[src/rtl/ram_bist_ctrl.sv]
// ram_bist_ctrl -- memory self-test initiator for a single-port block RAM.
//
// Writes a selectable pattern to every RAM word, reads every word back and
// compares it with the expected value. It reports pass/fail, a mismatch count
// and the first failing address.
//
// Optional build macro: RAM_BIST_INV_PASS_EN
//   When this macro is defined, a second write/read pass follows the first
//   one. The second pass uses the inverted pattern, and err_count becomes one
//   bit wider.
//
// Ports:
//   clk            rising-edge system clock
//   rst_n          synchronous active-low reset
//   start          begin a test (sampled only while idle)
//   pattern_sel    0=address-derived, 1=checkerboard, 2=all-ones, 3=all-zeros
//   mem_we         RAM write enable
//   mem_addr       RAM address
//   mem_din        RAM write data
//   mem_dout       RAM read data (valid RD_LAT cycles after mem_addr)
//   busy           test in progress (write, read or drain phase)
//   done           one-cycle pulse at test end
//   pass           last test had no mismatches; held until the next start
//   err_count      number of mismatching words (saturating)
//   first_err_addr address of the first mismatch, 0 if none
module ram_bist_ctrl #(
  parameter int ADDR_W = 8,
  parameter int DATA_W = 16,
  parameter int RD_LAT = 1
) (
  input  logic              clk,
  input  logic              rst_n,
  input  logic              start,
  input  logic [1:0]        pattern_sel,
  output logic              mem_we,
  output logic [ADDR_W-1:0] mem_addr,
  output logic [DATA_W-1:0] mem_din,
  input  logic [DATA_W-1:0] mem_dout,
  output logic              busy,
  output logic              done,
  output logic              pass,
`ifdef RAM_BIST_INV_PASS_EN
  output logic [ADDR_W+1:0] err_count,
`else
  output logic [ADDR_W:0]   err_count,
`endif
  output logic [ADDR_W-1:0] first_err_addr
);

  localparam logic [2:0] S_IDLE  = 3'd0;
  localparam logic [2:0] S_WRITE = 3'd1;
  localparam logic [2:0] S_READ  = 3'd2;
  localparam logic [2:0] S_DRAIN = 3'd3;
  localparam logic [2:0] S_DONE  = 3'd4;

`ifdef RAM_BIST_INV_PASS_EN
  localparam int ERR_W     = ADDR_W + 2;
  localparam int ERR_MAX_I = 1 << (ADDR_W + 1);
`else
  localparam int ERR_W     = ADDR_W + 1;
  localparam int ERR_MAX_I = 1 << ADDR_W;
`endif
  localparam logic [ERR_W-1:0] ERR_MAX = ERR_W'(ERR_MAX_I);

  // Expected word for address a under pattern sel; inv selects the complement pass.
  function automatic logic [DATA_W-1:0] exp_data(input logic [ADDR_W-1:0] a,
                                                 input logic [1:0] sel,
                                                 input logic inv);
    logic [DATA_W-1:0] e;
    case (sel)
      2'd0:    e = DATA_W'({a, ~a});
      2'd1:    e = a[0] ? {(DATA_W/2){2'b01}} : {(DATA_W/2){2'b10}};
      2'd2:    e = '1;
      default: e = '0;
    endcase
    return inv ? ~e : e;
  endfunction

  logic [2:0]        state_q, state_d;
  logic              mem_we_q, mem_we_d;
  logic [ADDR_W-1:0] mem_addr_q, mem_addr_d;
  logic [DATA_W-1:0] mem_din_q, mem_din_d;
  logic [1:0]        pat_q, pat_d;
  logic              inv_q, inv_d;
  logic [2:0]        drain_cnt_q, drain_cnt_d;
  logic              pass_q, pass_d;
  logic [ERR_W-1:0]  err_q, err_d;
  logic [ADDR_W-1:0] first_q, first_d;

  // Read-compare pipeline: each read issue travels RD_LAT stages so that it
  // lines up with the matching mem_dout word.
  logic [RD_LAT-1:0]             pipe_vld_q, pipe_vld_d;
  logic [RD_LAT-1:0][ADDR_W-1:0] pipe_addr_q, pipe_addr_d;

  logic [ADDR_W-1:0] addr_inc;
  logic              cmp_vld;
  logic [ADDR_W-1:0] cmp_addr;
  logic              mismatch;

  assign addr_inc = mem_addr_q + 1'b1;
  assign cmp_vld  = pipe_vld_q[RD_LAT-1];
  assign cmp_addr = pipe_addr_q[RD_LAT-1];
  assign mismatch = cmp_vld && (mem_dout != exp_data(cmp_addr, pat_q, inv_q));

  genvar gi;
  generate
    for (gi = 0; gi < RD_LAT; gi++) begin : g_pipe
      if (gi == 0) begin : g_head
        assign pipe_vld_d[gi]  = (state_q == S_READ);
        assign pipe_addr_d[gi] = mem_addr_q;
      end else begin : g_tail
        assign pipe_vld_d[gi]  = pipe_vld_q[gi-1];
        assign pipe_addr_d[gi] = pipe_addr_q[gi-1];
      end
    end
  endgenerate

  always_comb begin
    state_d     = state_q;
    mem_we_d    = 1'b0;
    mem_addr_d  = mem_addr_q;
    mem_din_d   = '0;
    pat_d       = pat_q;
    inv_d       = inv_q;
    drain_cnt_d = drain_cnt_q;
    pass_d      = pass_q;
    err_d       = err_q;
    first_d     = first_q;

    // The compare runs whenever a pipeline entry retires. The IDLE start
    // branch below overrides these values, which is safe because the
    // pipeline is always empty in IDLE.
    if (mismatch) begin
      if (err_q == '0) first_d = cmp_addr;
      if (err_q != ERR_MAX) err_d = err_q + 1'b1;
    end

    case (state_q)
      S_IDLE: begin
        mem_addr_d = '0;
        if (start) begin
          pat_d     = pattern_sel;
          inv_d     = 1'b0;
          err_d     = '0;
          first_d   = '0;
          pass_d    = 1'b0;
          state_d   = S_WRITE;
          mem_we_d  = 1'b1;
          mem_din_d = exp_data('0, pattern_sel, 1'b0);
        end
      end
      S_WRITE: begin
        if (mem_addr_q == '1) begin
          state_d    = S_READ;
          mem_addr_d = '0;
        end else begin
          mem_addr_d = addr_inc;
          mem_we_d   = 1'b1;
          mem_din_d  = exp_data(addr_inc, pat_q, inv_q);
        end
      end
      S_READ: begin
        if (mem_addr_q == '1) begin
          state_d     = S_DRAIN;
          mem_addr_d  = '0;
          drain_cnt_d = '0;
        end else begin
          mem_addr_d = addr_inc;
        end
      end
      S_DRAIN: begin
        if (drain_cnt_q == 3'(RD_LAT - 1)) begin
`ifdef RAM_BIST_INV_PASS_EN
          if (!inv_q) begin
            state_d    = S_WRITE;
            inv_d      = 1'b1;
            mem_addr_d = '0;
            mem_we_d   = 1'b1;
            mem_din_d  = exp_data('0, pat_q, 1'b1);
          end else begin
            state_d = S_DONE;
            pass_d  = (err_d == '0);
          end
`else
          state_d = S_DONE;
          // err_d already holds the final compare of this cycle.
          pass_d  = (err_d == '0);
`endif
        end else begin
          drain_cnt_d = drain_cnt_q + 1'b1;
        end
      end
      S_DONE: begin
        state_d    = S_IDLE;
        mem_addr_d = '0;
      end
      default: begin
        state_d    = S_IDLE;
        mem_addr_d = '0;
      end
    endcase
  end

  always_ff @(posedge clk) begin
    if (!rst_n) begin
      state_q     <= S_IDLE;
      mem_we_q    <= 1'b0;
      mem_addr_q  <= '0;
      mem_din_q   <= '0;
      pat_q       <= '0;
      inv_q       <= 1'b0;
      drain_cnt_q <= '0;
      pass_q      <= 1'b0;
      err_q       <= '0;
      first_q     <= '0;
      pipe_vld_q  <= '0;
      pipe_addr_q <= '0;
    end else begin
      state_q     <= state_d;
      mem_we_q    <= mem_we_d;
      mem_addr_q  <= mem_addr_d;
      mem_din_q   <= mem_din_d;
      pat_q       <= pat_d;
      inv_q       <= inv_d;
      drain_cnt_q <= drain_cnt_d;
      pass_q      <= pass_d;
      err_q       <= err_d;
      first_q     <= first_d;
      pipe_vld_q  <= pipe_vld_d;
      pipe_addr_q <= pipe_addr_d;
    end
  end

  assign mem_we         = mem_we_q;
  assign mem_addr       = mem_addr_q;
  assign mem_din        = mem_din_q;
  assign busy           = (state_q == S_WRITE) || (state_q == S_READ) || (state_q == S_DRAIN);
  assign done           = (state_q == S_DONE);
  assign pass           = pass_q;
  assign err_count      = err_q;
  assign first_err_addr = first_q;

endmodule

[config.mk]
export PLATFORM = sky130hd
export DESIGN_NAME = ram_bist_ctrl
export DESIGN_NICKNAME = d
export VERILOG_FILES = /design/src/rtl/ram_bist_ctrl.sv
export SDC_FILE = /design/constraint.sdc
export NUM_CORES = 1
export LEC_CHECK = 0
export ABC_AREA = 0
export BUFFER_PORTS_ARGS = -buffer_cell sky130_fd_sc_hd__buf_2
export CORE_MARGIN = 1
export CORE_UTILIZATION = 25
export DETAILED_ROUTE_END_ITERATION = 6
export GPL_TIMING_DRIVEN = 0
export PLACE_DENSITY = 0.44
export REMOVE_ABC_BUFFERS = 1
export SYNTH_ARGS = -nofsm -noshare
export SYNTH_HDL_FRONTEND = slang
export SYNTH_SLANG_ARGS = --single-unit
[constraint.sdc]
create_clock -name clk -period 2.8 [get_ports clk]
set_input_delay 0.14 -clock clk [delete_from_list [all_inputs] [get_ports clk]]
set_output_delay 0.14 -clock clk [all_outputs]
set_load 0.1 [all_outputs]
==> results by group, run 1 <==
Run status
  • Status: finished, final reports clean

Setup path
  • Crit. End Element: flop
  • Crit Reg-Reg Endpoint: pass
  • CP Cell Sequence: or3b_4 -> a21boi_2 -> xnor2_1 -> or4_4 -> o31a_4 -> buf_4 -> and4_1 -> o211ai_1 -> o31ai_2
  • FF-to-FF Start: pat_q[1]
  • Reg2reg path depth: 9
  • Reg2reg setup slack: between 0.07 and 0.08 ns
  • Worst path bufs/invs: 1
  • WS Path Type: flop to flop
  • WP data arrival: between 2 and 3 ns
  • Max stage delay on crit path: 0.57 ns
  • CP required: around 3 ns
  • CP Launch Type: flop
  • Worst-path fanout max: 8
  • Slowest library cell on the worst path: or4_4
  • Top cell family by delay on the critical path: simple AND/OR/NAND/NOR gates

Synth
  • Mux cell area share after synthesis: 0.03050
  • Top cells by instance count after synthesis: dfxtp_1, nor2_1, nand2_1, a21oi_1, o21ai_0
  • Cell count after synthesis: between 400 and 500
  • YS warnings: 0
  • Post-synth ARST share: 0
  • Post-synthesis simple-gate area fraction: 0.3077
  • Largest cells by area after synthesis: dfxtp_1, a21oi_1, nor2_1
  • Leading area contributor after synthesis: dfxtp_1
  • Cell variety after synth: between 50 and 60
  • EDFF count, synth: 0
  • Seq/Total Area, Yosys: 0.3660
  • Yosys top cell area share: 0.3660
  • Post-Synth XOR/XNOR Area: 0.04003
  • Cell Area, Synth: about 3300 um2
  • Combinational family with the most area after synthesis: simple AND/OR/NAND/NOR gates
  • Synth Area in Compound Gates: 0.1841
  • Avg Synthesized Cell Area: roughly 8 um2
  • Main synth FF type: dfxtp_1
  • Count leader, synth: dfxtp_1
  • Adder-cell share of the synthesized area: 0.02669
  • Register bit total from synthesis: 60

Timing
  • Min Clock Period, post-route: about 2.7 ns
  • Crit share post-route: 0.9737
  • Hold violation count in the final report: 0
  • Clock Skew: ~0.0056 ns
  • Worst setup margin: around 0.074 ns
  • Setup violations, final: 0
  • Max-slew violation count: 0
  • Slew HR: 0.5327
  • Max Fclk: 366.8 MHz
  • Setup TNS Final: 0 ns
  • Slew @ Worst Pin: 0.6992 ns

Routing
  • Detailed-route DRC error count: 0
  • Initial DRC count: 215
  • Total number of vias: ~3200
  • Post-DRT Antenna Nets: 0
  • Vias per cell: between 4 and 5
  • Drt first pass iters: 4
  • Total Wirelength: between 9 and 10 mm
  • Avg WL per Cell: around 14 um

Placement
  • Placed instance area: 3727 um2
  • HPWL Detailed: roughly 6.6 mm
  • Post-Place Cells: 627
  • Buffers on Ports: 65
  • Setup slack at placement: -0.6849 ns
  • Routability Congestion: 0.7789

Hold path
  • Hold path start: pattern_sel[1]
  • Class of the worst hold path: input port to flop
  • Hold path cells: 3
  • Hold Path End: pat_q[1]

Floorplan
  • Die width: between 100 and 150 um
  • Row count: 41
  • Die H: approximately 120 um
  • Initial Utilization: 0.2580
  • Die ar.: between 10000 and 15000 um2
  • Core area: between 10000 and 15000 um2
  • IO Count: 66

Finish
  • Layout cells sized above 1: 0.2333
  • Final Cell Area: between 4000 and 5000 um2
  • Non-filler cells, final: around 650
  • # diodes: 0
  • Fin nets: between 500 and 600
  • Core Util, Final: 0.3307
  • Area growth from synthesis to layout: 28.21%

Power
  • Power Dens Cells: 608.8 nW/um2
  • Int Pwr: 1.888 mW
  • Switching Share: 0.2631
  • Sequential Power Share: 0.349
  • Logic pwr share: 0.147
  • Clock power share: 0.504
  • Leak pwr: about 1.8 nW
  • Sw power: 0.6739 mW
  • VDD IR max: 297.6 uV

Clock tree
  • TritonCTS clock tree: yes
  • Clk_lat worst skew: 0.33 ns
  • TritonCTS Buffers: 9
  • Clock Pin Slew Worst Setup and Hold Paths: 0.05 ns
  • Hold-fix buffers, CTS: 0
  • Clock Sinks: 60
  • CTS max path bufs: 2
  • H-Tree Depth: 3
  • Clk root buf: clkbuf_16

GRT
  • Vias in the first global route: between 2000 and 3000
  • Global-route wire length before repair: roughly 14 mm
  • Largest net degree at the start of global routing: 18
  • Total grt overflow: 0
  • Initial antenna violation count: 0
  • Gr usage total: 0.1369

Run
  • Maximum Capacitance Violations: 0
cells by family (layout without fill, tap and decap cells):
kind of cell             Yosys count  count (layout)
flip-flops                        60              60
AND/OR/NAND/NOR                  188             188
adder cells (fa/ha/maj)            7               7
multiplexers                      10              10
AO/OA/AOI/OAI                     96              96
buffers and inverters             38             104
XOR/XNOR                          15              15
worst reg2reg max path: stages (launching register included):
cell and delay, ns:
dfxtp_4 0.36, or3b_4 0.39, a21boi_2 0.16, xnor2_1 0.13, or4_4 0.57, o31a_4 0.35
buf_4 0.17, and4_1 0.17, o211ai_1 0.20, o31ai_2 0.10
layout make-up:
cell class | count | area, um2
Clock buffer | 12 | 256.5
Clock inverter | 4 | 95.09
Tap cell | 172 | 215.2
Inverter | 14 | 56.30
Sequential cell | 60 | 1212
Fill cell | 1390 | 8514
Timing Repair Buffer | 74 | 392.9
Multi-Input combinational cell | 316 | 1979
what timing repair did:
item / in CTS / in global routing
gates cloned: 0 / 0
hold endpoints to repair: 0 / 0
setup buffers: 9 / 0
pin swaps: 5 / 2
endpoints found under the setup margin: 19 / 12
resized for setup: 14 / 4
through the flow:
stage               power, mW  hold slack (ns)
global placement        1.269           0.4653
detailed placement      1.271           0.4561
floorplan               1.182           0.2556
global route            2.668           0.1155
finish                  2.562           0.1061
CTS                     2.589          0.09221
power by group through the flow:
stage	clock, mW	sequential [mW]	combinational [mW]
after floorplan	0	1.06	0.119
after global placement	0	0.924	0.345
after detailed placement	0	0.925	0.346
after CTS	1.32	0.894	0.373
after global routing	1.36	0.897	0.407
final	1.29	0.894	0.377
cell usage in the layout (no fill, tap or decap), types with 3 or more instances in the layout:
| cell | n |
|---|---|
| a21boi_0 | 3 |
| a21oi_1 | 36 |
| and2_1 | 10 |
| and3_1 | 8 |
| and3b_1 | 5 |
| and4b_1 | 3 |
| buf_2 | 65 |
| buf_4 | 9 |
| bufinv_16 | 3 |
| clkbuf_16 | 9 |
| dfxtp_1 | 57 |
| dfxtp_4 | 3 |
| ha_1 | 7 |
| inv_1 | 12 |
| mux2i_1 | 10 |
| nand2_1 | 37 |
| nand2b_1 | 8 |
| nand3_1 | 9 |
| nand3b_1 | 3 |
| nand4_1 | 9 |
| nor2_1 | 39 |
| nor2b_1 | 10 |
| nor3_1 | 14 |
| nor3b_1 | 8 |
| nor4_1 | 4 |
| o21ai_0 | 23 |
| o221ai_1 | 6 |
| o22ai_1 | 3 |
| o31ai_1 | 3 |
| or2_2 | 3 |
| or3_1 | 6 |
| xnor2_1 | 5 |
| xor2_1 | 10 |
state kept, by name, summed over array words and instances (netlist names):
signal / count
mem_din: 16
pass: 1
state_q: 3
drain_cnt_q: 3
cmp_vld: 1
err_count: 9
first_err_addr: 8
pat_q: 2
mem_addr: 8
mem_we: 1
cmp_addr: 8
per-layer routing:
layer	up-vias	routed length [um]	track usage	share of wire
li1	1598	-	-	-
met1	1483	4314	0.1758	0.47
met2	73	4269	0.2150	0.46
met3	13	452	0.02958	0.049
met4	0	180	0.07173	0.020
met5	-	0	0	0
worst max-delay path by stage:
stage               startpoint  endpoint  slack (ns)  cells after the start
finish                pat_q[1]      pass        0.07                      9
global route          pat_q[0]      pass       -0.01                      9
CTS                   pat_q[1]      pass        0.03                      9
detailed placement    pat_q[1]      pass       -0.68                      8
global placement      pat_q[1]      pass       -0.72                      8
floorplan             pat_q[1]      pass       -0.22                      8
Power figures use the tool's default switching activity.
==> inputs of run 2 (changes only) <==
--- a/config.mk
+++ b/config.mk
@@ -11,4 +11,5 @@
 export CORE_UTILIZATION = 25
 export DETAILED_ROUTE_END_ITERATION = 6
+export GPL_ROUTABILITY_DRIVEN = 0
 export GPL_TIMING_DRIVEN = 0
 export PLACE_DENSITY = 0.44
==> constraint.sdc (replaced) <==
create_clock -name clk -period 2.8 [get_ports clk]
set_input_delay 0.84 -clock clk [delete_from_list [all_inputs] [get_ports clk]]
set_output_delay 0.84 -clock clk [all_outputs]
set_load 0.1 [all_outputs]
==> results by group, run 2 (synthesis results as in run 1) <==
Routing
  • Total number of vias: 3174 (was 3167)
  • Avg WL per Cell: 14.16 um (was 14.13 um)
  • Post-DRT Antenna Nets: 0 (unchanged)
  • Initial DRC count: 219 (was 215)
  • Detailed-route DRC error count: 0 (unchanged)
  • Drt first pass iters: 4 (unchanged)
  • Total Wirelength: 9.286 mm (was 9.216 mm)
  • Vias per cell: 4.838 (was 4.857)

GRT
  • Global-route wire length before repair: 14.37 mm (was 14.21 mm)
  • Gr usage total: 0.1386 (was 0.1369)
  • Initial antenna violation count: 0 (unchanged)
  • Largest net degree at the start of global routing: 18 (unchanged)
  • Total grt overflow: 0 (unchanged)
  • Vias in the first global route: 2842 (was 2830)

Clock tree
  • H-Tree Depth: 3 (unchanged)
  • CTS max path bufs: 2 (unchanged)
  • Clock Sinks: 60 (unchanged)
  • TritonCTS clock tree: yes (unchanged)
  • Clock Pin Slew Worst Setup and Hold Paths: 0.05 ns (about the same)
  • TritonCTS Buffers: 9 (unchanged)
  • Clk_lat worst skew: 0.33 ns (about the same)
  • Clk root buf: clkbuf_16 (unchanged)

Placement
  • HPWL Detailed: 6.612 mm (unchanged)
  • Placed instance area: 3727 um2 (unchanged)
  • Buffers on Ports: 65 (unchanged)

Setup path
  • WP data arrival: 3.06 ns (was 2.93 ns)
  • Crit. End Element: flop (unchanged)
  • FF-to-FF Start: pat_q[0] (was pat_q[1])
  • CP required: 3.04 ns (was 3.01 ns)
  • Top cell family by delay on the critical path: compound AO/OA/AOI/OAI gates (was simple AND/OR/NAND/NOR gates)
  • WS Path Type: input port to flop (was flop to flop)
  • CP Launch Type: input port (was flop)
  • Worst-path fanout max: 8 (unchanged)
  • Slowest library cell on the worst path: or4_4 (unchanged)
  • Max stage delay on crit path: 0.45 ns (was 0.57 ns)
  • Worst setup path start: mem_dout[15] (was pat_q[1])
  • Reg2reg setup slack: 0 ns (was 0.07 ns)
  • Crit Reg-Reg Endpoint: pass (unchanged)
  • CP Cell Sequence: buf_8 -> or3_1 -> a32o_1 -> or4_4 -> o31a_4 -> a311o_1 -> and3_1 -> o31ai_2 (was or3b_4 -> a21boi_2 -> xnor2_1 -> or4_4 -> o31a_4 -> buf_4 -> and4_1 -> o211ai_1 -> o31ai_2)
  • Worst path bufs/invs: 1 (unchanged)
  • Reg2reg path depth: 9 (unchanged)

Timing
  • RSZ-0062 raised after global routing: yes
  • Crit share post-route: 1.004 (was 0.9737)
  • Worst setup margin: -0.01154 ns (was 0.07377 ns)
  • Setup violations, final: 1 (was 0)
  • Setup TNS Final: -0.01154 ns (was 0 ns)
  • Clock Skew: 0.004340 ns (was 0.005613 ns)
  • Slew @ Worst Pin: 0.7168 ns (was 0.6992 ns)
  • Max Fclk: 355.7 MHz (was 366.8 MHz)
  • Hold violation count in the final report: 0 (unchanged)
  • Min Clock Period, post-route: 2.812 ns (was 2.726 ns)
  • Slew HR: 0.5210 (was 0.5327)
  • Max-slew violation count: 0 (unchanged)

Hold path
  • Hold Path End: first_err_addr[5] (was pat_q[1])
  • Hold path cells: 2 (was 3)
  • Hold path start: first_err_addr[5] (was pattern_sel[1])
  • Class of the worst hold path: flop to flop (was input port to flop)

Finish
  • Area growth from synthesis to layout: 29.13% (was 28.21%)
  • Storage cell area: 1212 um2 (unchanged)
  • # diodes: 0 (unchanged)
  • Most frequent cells in the layout: buf_2, dfxtp_1, nor2_1 (unchanged)
  • Fin nets: 507 (was 503)
  • Area of the multi-input gates: 1966 um2 (was 1979 um2)
  • Commonest non-fill, non-tap cell in the layout: buf_2 (unchanged)
  • Final Cell Area: 4238 um2 (was 4208 um2)
  • Layout cells sized above 1: 0.2335 (was 0.2333)
  • Max reg flops: 16 (unchanged)
  • Fillers: 1388 (was 1390)

Run status
  • Status: finished with violations (was finished, final reports clean)
  • Failing checks: setup timing

Floorplan
  • Core area: 12720 um2 (unchanged)
  • IO Count: 66 (unchanged)
  • Die H: 116.6 um (unchanged)
  • Initial Utilization: 0.2580 (unchanged)
  • Die ar.: 13590 um2 (unchanged)
  • Die width: 116.6 um (unchanged)
  • Row count: 41 (unchanged)

Run
  • Maximum Capacitance Violations: 0 (unchanged)

Power
  • Power Dens Cells: 605.3 nW/um2 (was 608.8 nW/um2)
  • VDD IR max: 296.3 uV (was 297.6 uV)
  • Leak pwr: 1.848 nW (was 1.824 nW)
  • Total Power: 2.565 mW (was 2.562 mW)
[run 2: changes by cell type in the layout (fill, tap and decap cells not counted), sizes merged]
cell | before | now
buf | 74 | 78
clkinvlp | 1 | 0
inv | 13 | 14
[run 2: final cells by class]
class	instances	area share
multi-input cells	316	0.4638
flip-flops and latches	60	0.2861
repair buffers	78	0.1039
clock buffers	12	0.06053
well taps	172	0.05078
clock inverters	4	0.02244
inverters	14	0.01240
[run 2: worst min-delay path, delay by kind of cell (launching register included)]
kind / cells / cell delay (ns)
flops: 1 / 0.32
mux: 1 / 0.07
simple gates: 1 / 0.07
[run 2: worst max-delay path by stage]
| stage | to | slack, ns | cells past startpoint |
|---|---|---|---|
| 6_report | pass | -0.01 | 8 |
| 4_1_cts | pass | -0.03 | 8 |
| 3_3_place_gp | pass | -0.72 | 8 |
| 5_1_grt | pass | -0.08 | 9 |
| 3_5_place_dp | pass | -0.68 | 8 |
| 2_1_floorplan | pass | -0.26 | 7 |
[run 2: routing by layer]
metal	global-route usage	up-vias	part of all wire
met5	0	-	0
met4	0.07257	0	0.024
met3	0.03062	16	0.045
met2	0.2170	58	0.46
met1	0.1780	1494	0.47
li1	-	1606	-
[run 2: through the flow]
stage	util	instances	hold WS (ns)	setup WS, ns
global route	0.3331	656	0.5248	-0.07553
finish	0.3331	656	0.4895	-0.01154
floorplan	-	390	0.4678	-0.2576
detailed placement	0.2930	627	0.4844	-0.6849
global placement	0.2930	627	0.4702	-0.7161
CTS	0.3320	656	0.4985	-0.02792
[run 2: power breakdown]
part           switching (mW)  leakage (nW)  internal, mW  total [mW]
clock network           0.373         0.173         0.915        1.29
logic                   0.284          1.19        0.0979       0.382
registers              0.0163         0.490         0.878       0.895
[run 2: timing repair]
item	CTS	global route
gates resized for setup	16	3
endpoints found under the setup margin	19	13
hold buffers	0	0
buffers inserted	13	0
pin swaps	8	2
